## config.mk

```make
export PLATFORM = sky130hd
export DESIGN_NAME = mdio_frame_engine
export DESIGN_NICKNAME = d
export VERILOG_FILES = /design/src/rtl/mdio_frame_engine.sv
export SDC_FILE = /design/constraint.sdc
export NUM_CORES = 1
export LEC_CHECK = 0
export BUFFER_PORTS_ARGS = -buffer_cell sky130_fd_sc_hd__buf_2
export CAP_MARGIN = 15
export CORE_MARGIN = 2
export CORE_UTILIZATION = 52
export DETAILED_ROUTE_END_ITERATION = 8
export PLACE_DENSITY = 0.74
export SLEW_MARGIN = 20
export SYNTH_ARGS = -nofsm -noshare
export SYNTH_HDL_FRONTEND = slang
export SYNTH_SLANG_ARGS = --single-unit
```

## constraint.sdc

```tcl
create_clock -name clk -period 2.9 [get_ports clk]
set_input_delay 0.29 -clock clk [delete_from_list [all_inputs] [get_ports clk]]
set_output_delay 0.29 -clock clk [all_outputs]
set_load 0.005 [all_outputs]
```

## src/rtl/mdio_frame_engine.sv

```systemverilog
// MDIO (clause 22) management frame engine: serialises one read or write
// frame per accepted command, generating mdc and the mdio tristate controls.
module mdio_frame_engine #(
    parameter int unsigned CLK_DIV = 4,
    parameter int unsigned PRE_LEN = 32
) (
    input  logic        clk,
    input  logic        rst,
    input  logic        cmd_valid,
    output logic        cmd_ready,
    input  logic        cmd_read,
    input  logic [4:0]  cmd_phy,
    input  logic [4:0]  cmd_reg,
    input  logic [15:0] cmd_wdata,
    output logic        rsp_valid,
    output logic [15:0] rsp_rdata,
    output logic        rsp_err,
    output logic        mdc,
    output logic        mdio_o,
    output logic        mdio_oe,
    input  logic        mdio_i
);

    typedef enum logic [3:0] {
        S_IDLE, S_PRE, S_ST, S_OP, S_PHY, S_REG, S_TA, S_DATA, S_END
    } state_t;

    localparam logic [7:0] DIV_LOAD = 8'(CLK_DIV - 1);
    localparam logic [4:0] PRE_LOAD = 5'(PRE_LEN - 1);

    state_t      state_q, state_d;
    logic [7:0]  div_q, div_d;
    logic [4:0]  cnt_q, cnt_d;
    logic        mdc_q, mdc_d;
    logic        mdio_o_q, mdio_o_d;
    logic        oe_q, oe_d;
    logic        ready_q, ready_d;
    logic        rsp_valid_q, rsp_valid_d;
    logic [15:0] rdata_q, rdata_d;
    logic        err_q, err_d;
    logic        ta_err_q, ta_err_d;
    logic [15:0] shreg_q, shreg_d;
    logic        read_q, read_d;
    logic [4:0]  phy_q, phy_d;
    logic [4:0]  reg_q, reg_d;
    logic [15:0] wdata_q, wdata_d;

    // Pad drive {oe, o} for the bit that starts with counter value c in state s.
    function automatic logic [1:0] drive_bits(state_t s, logic [4:0] c, logic rd,
                                              logic [4:0] p, logic [4:0] r,
                                              logic [15:0] w);
        logic [1:0] b;
        b = 2'b01;
        case (s)
            S_PRE:  b = 2'b11;
            S_ST:   b = {1'b1, (c == 5'd0)};
            S_OP:   b = {1'b1, rd ? c[0] : (c == 5'd0)};
            S_PHY:  b = {1'b1, p[c[2:0]]};
            S_REG:  b = {1'b1, r[c[2:0]]};
            S_TA:   b = rd ? 2'b01 : {1'b1, c[0]};
            S_DATA: b = rd ? 2'b01 : {1'b1, w[c[3:0]]};
            default: b = 2'b01;
        endcase
        return b;
    endfunction

    always_ff @(posedge clk or posedge rst) begin
        if (rst) begin
            state_q     <= S_IDLE;
            div_q       <= '0;
            cnt_q       <= '0;
            mdc_q       <= 1'b0;
            mdio_o_q    <= 1'b1;
            oe_q        <= 1'b0;
            ready_q     <= 1'b0;
            rsp_valid_q <= 1'b0;
            rdata_q     <= '0;
            err_q       <= 1'b0;
            ta_err_q    <= 1'b0;
            shreg_q     <= '0;
            read_q      <= 1'b0;
            phy_q       <= '0;
            reg_q       <= '0;
            wdata_q     <= '0;
        end else begin
            state_q     <= state_d;
            div_q       <= div_d;
            cnt_q       <= cnt_d;
            mdc_q       <= mdc_d;
            mdio_o_q    <= mdio_o_d;
            oe_q        <= oe_d;
            ready_q     <= ready_d;
            rsp_valid_q <= rsp_valid_d;
            rdata_q     <= rdata_d;
            err_q       <= err_d;
            ta_err_q    <= ta_err_d;
            shreg_q     <= shreg_d;
            read_q      <= read_d;
            phy_q       <= phy_d;
            reg_q       <= reg_d;
            wdata_q     <= wdata_d;
        end
    end

    always_comb begin
        state_d     = state_q;
        div_d       = div_q;
        cnt_d       = cnt_q;
        mdc_d       = mdc_q;
        mdio_o_d    = mdio_o_q;
        oe_d        = oe_q;
        ready_d     = ready_q;
        rsp_valid_d = 1'b0;
        rdata_d     = rdata_q;
        err_d       = err_q;
        ta_err_d    = ta_err_q;
        shreg_d     = shreg_q;
        read_d      = read_q;
        phy_d       = phy_q;
        reg_d       = reg_q;
        wdata_d     = wdata_q;

        if (state_q == S_IDLE) begin
            ready_d = 1'b1;
            if (cmd_valid && ready_q) begin
                read_d   = cmd_read;
                phy_d    = cmd_phy;
                reg_d    = cmd_reg;
                wdata_d  = cmd_wdata;
                state_d  = S_PRE;
                cnt_d    = PRE_LOAD;
                div_d    = DIV_LOAD;
                mdc_d    = 1'b0;
                mdio_o_d = 1'b1;
                oe_d     = 1'b1;
                ready_d  = 1'b0;
            end
        end else if (div_q != '0) begin
            div_d = div_q - 8'd1;
        end else begin
            div_d = DIV_LOAD;
            mdc_d = ~mdc_q;
            if (!mdc_q) begin
                // Rising mdc: the PHY's data is sampled here.
                if (read_q && state_q == S_TA && cnt_q == '0)
                    ta_err_d = mdio_i;
                if (read_q && state_q == S_DATA)
                    shreg_d = {shreg_q[14:0], mdio_i};
            end else begin
                if (cnt_q != '0) begin
                    cnt_d = cnt_q - 5'd1;
                end else begin
                    case (state_q)
                        S_PRE:  begin state_d = S_ST;   cnt_d = 5'd1;  end
                        S_ST:   begin state_d = S_OP;   cnt_d = 5'd1;  end
                        S_OP:   begin state_d = S_PHY;  cnt_d = 5'd4;  end
                        S_PHY:  begin state_d = S_REG;  cnt_d = 5'd4;  end
                        S_REG:  begin state_d = S_TA;   cnt_d = 5'd1;  end
                        S_TA:   begin state_d = S_DATA; cnt_d = 5'd15; end
                        S_DATA: begin state_d = S_END;  cnt_d = 5'd0;  end
                        default: begin
                            state_d     = S_IDLE;
                            cnt_d       = '0;
                            div_d       = '0;
                            ready_d     = 1'b1;
                            rsp_valid_d = 1'b1;
                            if (read_q) begin
                                rdata_d = shreg_q;
                                err_d   = ta_err_q;
                            end else begin
                                err_d   = 1'b0;
                            end
                        end
                    endcase
                end
                {oe_d, mdio_o_d} = drive_bits(state_d, cnt_d, read_q, phy_q, reg_q, wdata_q);
            end
        end
    end

    assign cmd_ready = ready_q;
    assign rsp_valid = rsp_valid_q;
    assign rsp_rdata = rdata_q;
    assign rsp_err   = err_q;
    assign mdc       = mdc_q;
    assign mdio_o    = mdio_o_q;
    assign mdio_oe   = oe_q;

endmodule

```

==> results.md, run 1 <==
* GRT Overall Usage at roughly a fifth
* DR WL met2 at about 4000 microns
* Fin. Hold Viols at 15
* Via density at ~5.6
* DIE WIDTH at 92.4 microns
* Outcome: finished, violations left
* Most frequent CP cell: buf_6
* RD Place Congestion at around 0.9
* Layout cells sized above 1 at approximately 42%
* CTS Buf Count at 9
* H-tree levels at 3
* Arrival time at the worst endpoint at about 3.1 ns
* Leak pwr at 2.30 nW
* Syn nets at 380
* Post-Syn Area at 4060 sq um
* # setup viols final at 0
* Hold Path Class: input port to async pin
* Dpl cell area at 4510 sq um
* Synth top area cells: dfrtp_1, mux2_2, o21ai_0
* Initial Utilization at ~53%
* Worst hold slack at -0.00692 ns
* Yosys reg bits at 83
* Sequential-to-total area share from yosys stat at about half
* CTS tree: done
* Pwr/cell area at 440 nW/um^2
* DR vias at 2,909
* Initial DRC Count at 234
* Cells after synthesis at 346
* Period utilisation layout at a little over nine tenths
* Top Metal Used: met4
* CP peak stage delay at about 0.52 ns
* Crit-path slowest cell: or4b_4
* I/O Buffers at 52
* Max cap viols at 0
* Least-Margin Pin Slew at between 0.6 and 0.7 ns
* CP required at 3.18 ns
* Ys Warns at 0
* TNS Setup at 0 ns
* I/O pins at 53
* Area of the multi-input gates at 1830 sq um
* Startpoint Class: register
* Initial antenna violation count at 0
* Worst Clk Skew at approximately 0.013 ns
* Synth Flop Type: dfrtp_1
* Wire per inst at 15.7 microns
* First-pass GRT wire length at approximately 14,000 microns
* Max Slew Vio Count at 0
* Crit end category: register
* Slew headroom at between 50% and 60%
* Total gr overflow at 0
* Register Area at 2080 sq um
* Chip Height at roughly 90 microns
* DR DRC count at 0
* N_diodes at 0
* Async SR Flop Fraction at 100%
* Final min period at ~2.8 ns
* Mapped Avg Cell Area at ~12 sq um
* Vias in the first global route at around 3.0k
* Routed WL at between 8000 and 9000 microns
* Distinct cells, synth at 60
* Largest net degree at the start of global routing at 40
* CTS sink cnt at between 80 and 90
* WL met3 at 378 microns
* ANT nets after route at 0
* Worst-Skew Late Latency at 0.36 ns
* FMAX at about 0.36 GHz
* Fill cells at slightly above 600
* CTS root buffer: clkbuf_8
* Die area at between 8000 and 9000 sq um
* Failing checks: negative hold slack
* Critical path class: register to register
* Crit-path cells: inv_1 > ha_1 > or4b_4 > buf_6 > o21ai_4 > buf_6 > mux2i_1 > a211oi_2 > nor4_1 > or4_1 > a21oi_1
* CTS clk-pin slew, worst paths at 0.10 ns
* Crit path max-delay family: simple AND/OR/NAND/NOR gates
* Core Area at roughly 7600 sq um
* Max VDD drop at around 0.37 mV
* Post-synth top area share at 50.5%
* Num rows at 32
* Hold Buf Count CTS at 0
* WL met1 at roughly 3800 microns
* CP max FO at 9
* Clk buf depth at 2
* Tot Pwr at 2.10 mW
* DP Wirelength at 5910 microns
* EDFF count, synth at 0
* Net total in the final layout at around 450
* Area growth from synthesis to layout at 17.4%
* Drt first pass iters at 4
* CP bufs+invs at 3
* Dominant cell type by area after synthesis: dfrtp_1
* Finished Cell Area at approximately 4800 sq um
cell usage after synthesis (5+ instances only):
| cell | number |
|---|---|
| a21oi_1 | 8 |
| nand2_1 | 29 |
| nor4_1 | 5 |
| clkbuf_8 | 6 |
| nor3_1 | 5 |
| mux2i_1 | 9 |
| dfrtp_1 | 82 |
| inv_1 | 8 |
| nor2_1 | 19 |
| clkbuf_1 | 9 |
| o21ai_0 | 34 |
| mux2_2 | 59 |
cell usage in the layout, fill, tap and decap left out, types with 2 or more instances in the layout:
cell type / synthesis / final
a211oi_1: 2 / 2
a211oi_2: 2 / 2
a21o_1: 2 / 2
a21oi_1: 8 / 8
a221oi_1: 2 / 2
and4_1: 2 / 2
buf_2: 3 / 52
buf_4: 0 / 23
buf_6: 2 / 3
clkbuf_8: 6 / 9
clkinvlp_4: 0 / 2
dfrtp_1: 82 / 82
ha_1: 3 / 3
inv_1: 8 / 7
inv_8: 0 / 3
mux2_2: 59 / 59
mux2i_1: 9 / 9
nand2_1: 29 / 29
nand2b_1: 3 / 3
nand3_1: 3 / 3
nor2_1: 19 / 19
nor3_1: 5 / 5
nor4_1: 5 / 4
nor4b_1: 2 / 2
o21ai_0: 34 / 34
o22ai_1: 3 / 3
or2_2: 3 / 3
or2b_2: 2 / 2
or4_1: 2 / 2
xnor2_1: 3 / 3
xor2_1: 2 / 2
kinds of logic after synthesis:
kind of cell	after synthesis	share of synthesized area, %
AOI/OAI and AO/OA	73	12.3
buffers and inverters	29	4.74
DFF	83	51.2
muxes	69	19.1
xor gates and xnor gates	5	1.08
adders and majority gates	3	0.924
and+or+nand+nor	84	10.7
through the flow:
step           worst slack (ns)  instances  hold slack (ns)  util [%]
3_5_place_dp             0.0220        506            0.392      59.0
4_1_cts                  0.0115        522          0.00286      62.0
5_1_grt                 -0.0103        522           0.0460      62.4
6_report                  0.107        522         -0.00692      62.4
2_1_floorplan           0.00363        346            0.407         -
3_3_place_gp              0.101        506            0.392      59.0
layer usage:
layer | global-route usage [%] | vias up
met5 | 0 | -
li1 | - | 1388
met4 | 6.09 | 0
met1 | 28.9 | 1446
met2 | 33.1 | 65
met3 | 5.37 | 10
final timing paths:
kind                                   start  slack (ns)      endpoint  cells past startpoint
worst max-delay path                cnt_q[1]        0.11        mdio_o                     11
worst min-delay path                     rst      -0.007  rsp_rdata[5]                      2
worst max register to register      cnt_q[1]        0.11        mdio_o                     11
worst min register to register  rsp_rdata[2]        0.51  rsp_rdata[2]                      1
max in group asynchronous                rst        2.13        mdio_o                      3
min in group clk                    cmd_read        0.13        read_q                      3
flip-flops by register name, summed over array words and instances, names as in the netlist:
register,cells
cmd_ready,1
cnt_q,5
div_q,8
mdc,1
mdio_o,1
mdio_oe,1
phy_q,5
read_q,1
reg_q,5
rsp_err,1
rsp_rdata,16
rsp_valid,1
shreg_q,16
state_q,4
ta_err_q,1
wdata_q,16
final cells by class:
type | count | area share, %
Clock inverter | 7 | 1.99
Sequential cell | 83 | 43.6
Tap cell | 102 | 2.68
Inverter | 8 | 0.656
Multi-Input combinational cell | 234 | 38.3
Clock buffer | 9 | 2.60
Timing Repair Buffer | 79 | 10.2
where the power goes:
part,switching [mW],leakage (nW),internal (mW)
Combinational,0.0286,1.12,0.0172
Sequential,0.000906,1.07,1.16
Clock,0.471,0.104,0.423
Total,0.501,2.30,1.60
worst register-to-register path, stage by stage, from the launching register on:
cell      delay, ns
dfrtp_1        0.40
inv_1          0.08
ha_1           0.19
or4b_4         0.52
buf_6          0.17
o21ai_4        0.22
buf_6          0.15
mux2i_1        0.08
a211oi_2       0.24
nor4_1         0.08
or4_1          0.48
a21oi_1        0.14
timing repair:
| action | 4_1_cts | 5_1_grt |
|---|---|---|
| buffers inserted | 0 | 0 |
| endpoints found under the setup margin | 1 | 1 |
| endpoints found under the hold margin | 0 | 0 |
| resized for setup | 1 | 7 |
| pin swaps | 0 | 1 |
Power figures use the tool's default switching activity.
==> inputs of run 2 (changes only) <==
Settings changed: BUFFER_PORTS_ARGS -buffer_cell sky130_fd_sc_hd__buf_2 to unset, CORE_UTILIZATION 52 to 57, DONT_BUFFER_PORTS set to 1, MAX_ROUTING_LAYER set to met4, PLACE_DENSITY 0.74 to 0.73.
==> results.md, run 2 (synthesis results as in run 1) <==
* Tot Pwr at roughly 2.2 mW
* FMAX at ~0.36 GHz
* Startpoint Class: register
* CP required at 3.21 ns
* N_diodes at 0
* Max Slew Vio Count at 0
* Dpl ws at around 0.047 ns
* CTS tree: done
* Worst-Skew Late Latency at between 0.3 and 0.4 ns
* Critical path class: register to register
* R2r endpoint: mdio_o
* First-pass GRT wire length at between 10,000 and 15,000 microns
* Area growth from synthesis to layout at 11.0%
* Commonest non-fill, non-tap cell in the layout: dfrtp_1
* Least-Margin Pin Slew at between 0.8 and 0.9 ns
* Leak pwr at around 2.1 nW
* Largest net degree at the start of global routing at 84
* Leading cell types in the layout, fill and taps excluded: dfrtp_1, mux2_2, o21ai_0
* Max cap viols at 0
* Core Area at about 6800 sq um
* Dpl cell area at about 4200 sq um
* Max VDD drop at between 0.4 and 0.5 mV
* CP max FO at 10
* Vias in the first global route at between 2k and 3k
* Outcome: finished, violations left
* Finished Cell Area at 4510 sq um
* Layout cells sized above 1 at 33.9%
* Via density at a little under 6
* ANT nets after route at 0
* # setup viols final at 0
* Arrival time at the worst endpoint at about 3.1 ns
* Total gr overflow at 0
* Crit path launch: cnt_q[1]
* CTS clk-pin slew, worst paths at approximately 0.090 ns
* Period utilisation layout at around 96%
* Placed Instances at between 400 and 500
* CTS Buf Count at 9
* Worst r2r src: cnt_q[1]
* CTS root buffer: clkbuf_8
* Initial DRC Count at 200
* Wire per inst at roughly 18 microns
* Initial antenna violation count at 0
* Pwr/cell area at around 500 nW/um^2
* Clk buf depth at 2
* Fin. Hold Viols at 14
* Worst Clk Skew at about 0.0096 ns
* TNS Setup at 0 ns
* Drt first pass iters at 6
* Hold Path Class: input port to async pin
* Final std cells w/o fill at 462
* Worst Reg-to-Reg Cells at 11
* DP Wirelength at approximately 5700 microns
* I/O pins at between 50 and 60
* CTS sink cnt at 83
* End point of the critical path: mdio_o
* Die area at slightly below 8000 sq um
* R2R setup slack at roughly 0.12 ns
* Final min period at around 2.8 ns
* Failing checks: negative hold slack
* Worst Setup Slack, final at ~0.12 ns
* H-tree levels at 3
* Initial Utilization at slightly below 60%
* GRT Overall Usage at a little under a quarter
* DR DRC count at 0
* DR vias at ~2.7k
* Net total in the final layout at ~400
* Crit end category: register
* Num rows at 30
* RD Place Congestion at approximately 0.96
* Fin util at between 60% and 70%
* I/O Buffers at 0
* Routed WL at 8220 microns
* Slew headroom at a little under half
* Chip Height at between 80 and 90 microns
* Worst hold slack at -0.0421 ns
* DIE WIDTH at 88.4 microns
## run 2: cell count changes in the layout (fill, tap and decap cells not counted), moves of 2 or more
cell,change
clkinvlp_4,-2
inv_6,+2
buf_2,-52
bufinv_16,+2
## run 2: worst min-delay path by stage
stage,endpoint,startpoint,slack (ns),cells past startpoint
6_report,rsp_rdata[1],rst,-0.04,2
5_1_grt,wdata_q[8],cmd_wdata[8],0.05,2
4_1_cts,wdata_q[8],cmd_wdata[8],0.04,2
3_5_place_dp,read_q,cmd_read,0.44,2
3_3_place_gp,read_q,cmd_read,0.42,2
2_1_floorplan,read_q,cmd_read,0.41,2
## run 2: layer usage
metal  vias up  routed length [microns]  track usage (%)  part of all wire, %
met5         -                        0                -                    0
met4         0                      121             7.85                  1.5
met3        11                      531             6.62                  6.5
met2        78                     3800             34.5                   46
met1      1357                     3770             32.2                   46
li1       1281                        -                -                    -
## run 2: repair_timing
item	in CTS	in global routing
setup endpoints to repair	0	1
gates resized for setup	0	7
hold endpoints to repair	0	0
hold buffers	0	0
setup buffers	0	2
## run 2: cell type report
| class | instances | area (sq um) |
|---|---|---|
| flip-flops and latches | 83 | 2080 |
| clock inverters | 7 | 130 |
| well taps | 96 | 120 |
| inverters | 8 | 31.3 |
| repair buffers | 25 | 199 |
| clock buffers | 9 | 124 |
| multi-input cells | 234 | 1830 |
| fillers | 542 | 2320 |
## run 2: critical path, cell delays in order (launching register included)
cell and delay (ns):
dfrtp_1 0.39, inv_1 0.09, ha_1 0.18, or4b_4 0.52
buf_6 0.18, o21ai_2 0.17, buf_4 0.14, mux2i_1 0.09
a221oi_2 0.26, nor4_1 0.08, or4_1 0.48, a21oi_1 0.14
## run 2: where the power goes
part / leakage [nW] / internal, mW / switching, mW
Clock: 0.128 / 0.590 / 0.462
Sequential: 1.07 / 1.16 / 0.000830
Combinational: 0.861 / 0.00291 / 0.0220
Total: 2.06 / 1.75 / 0.485
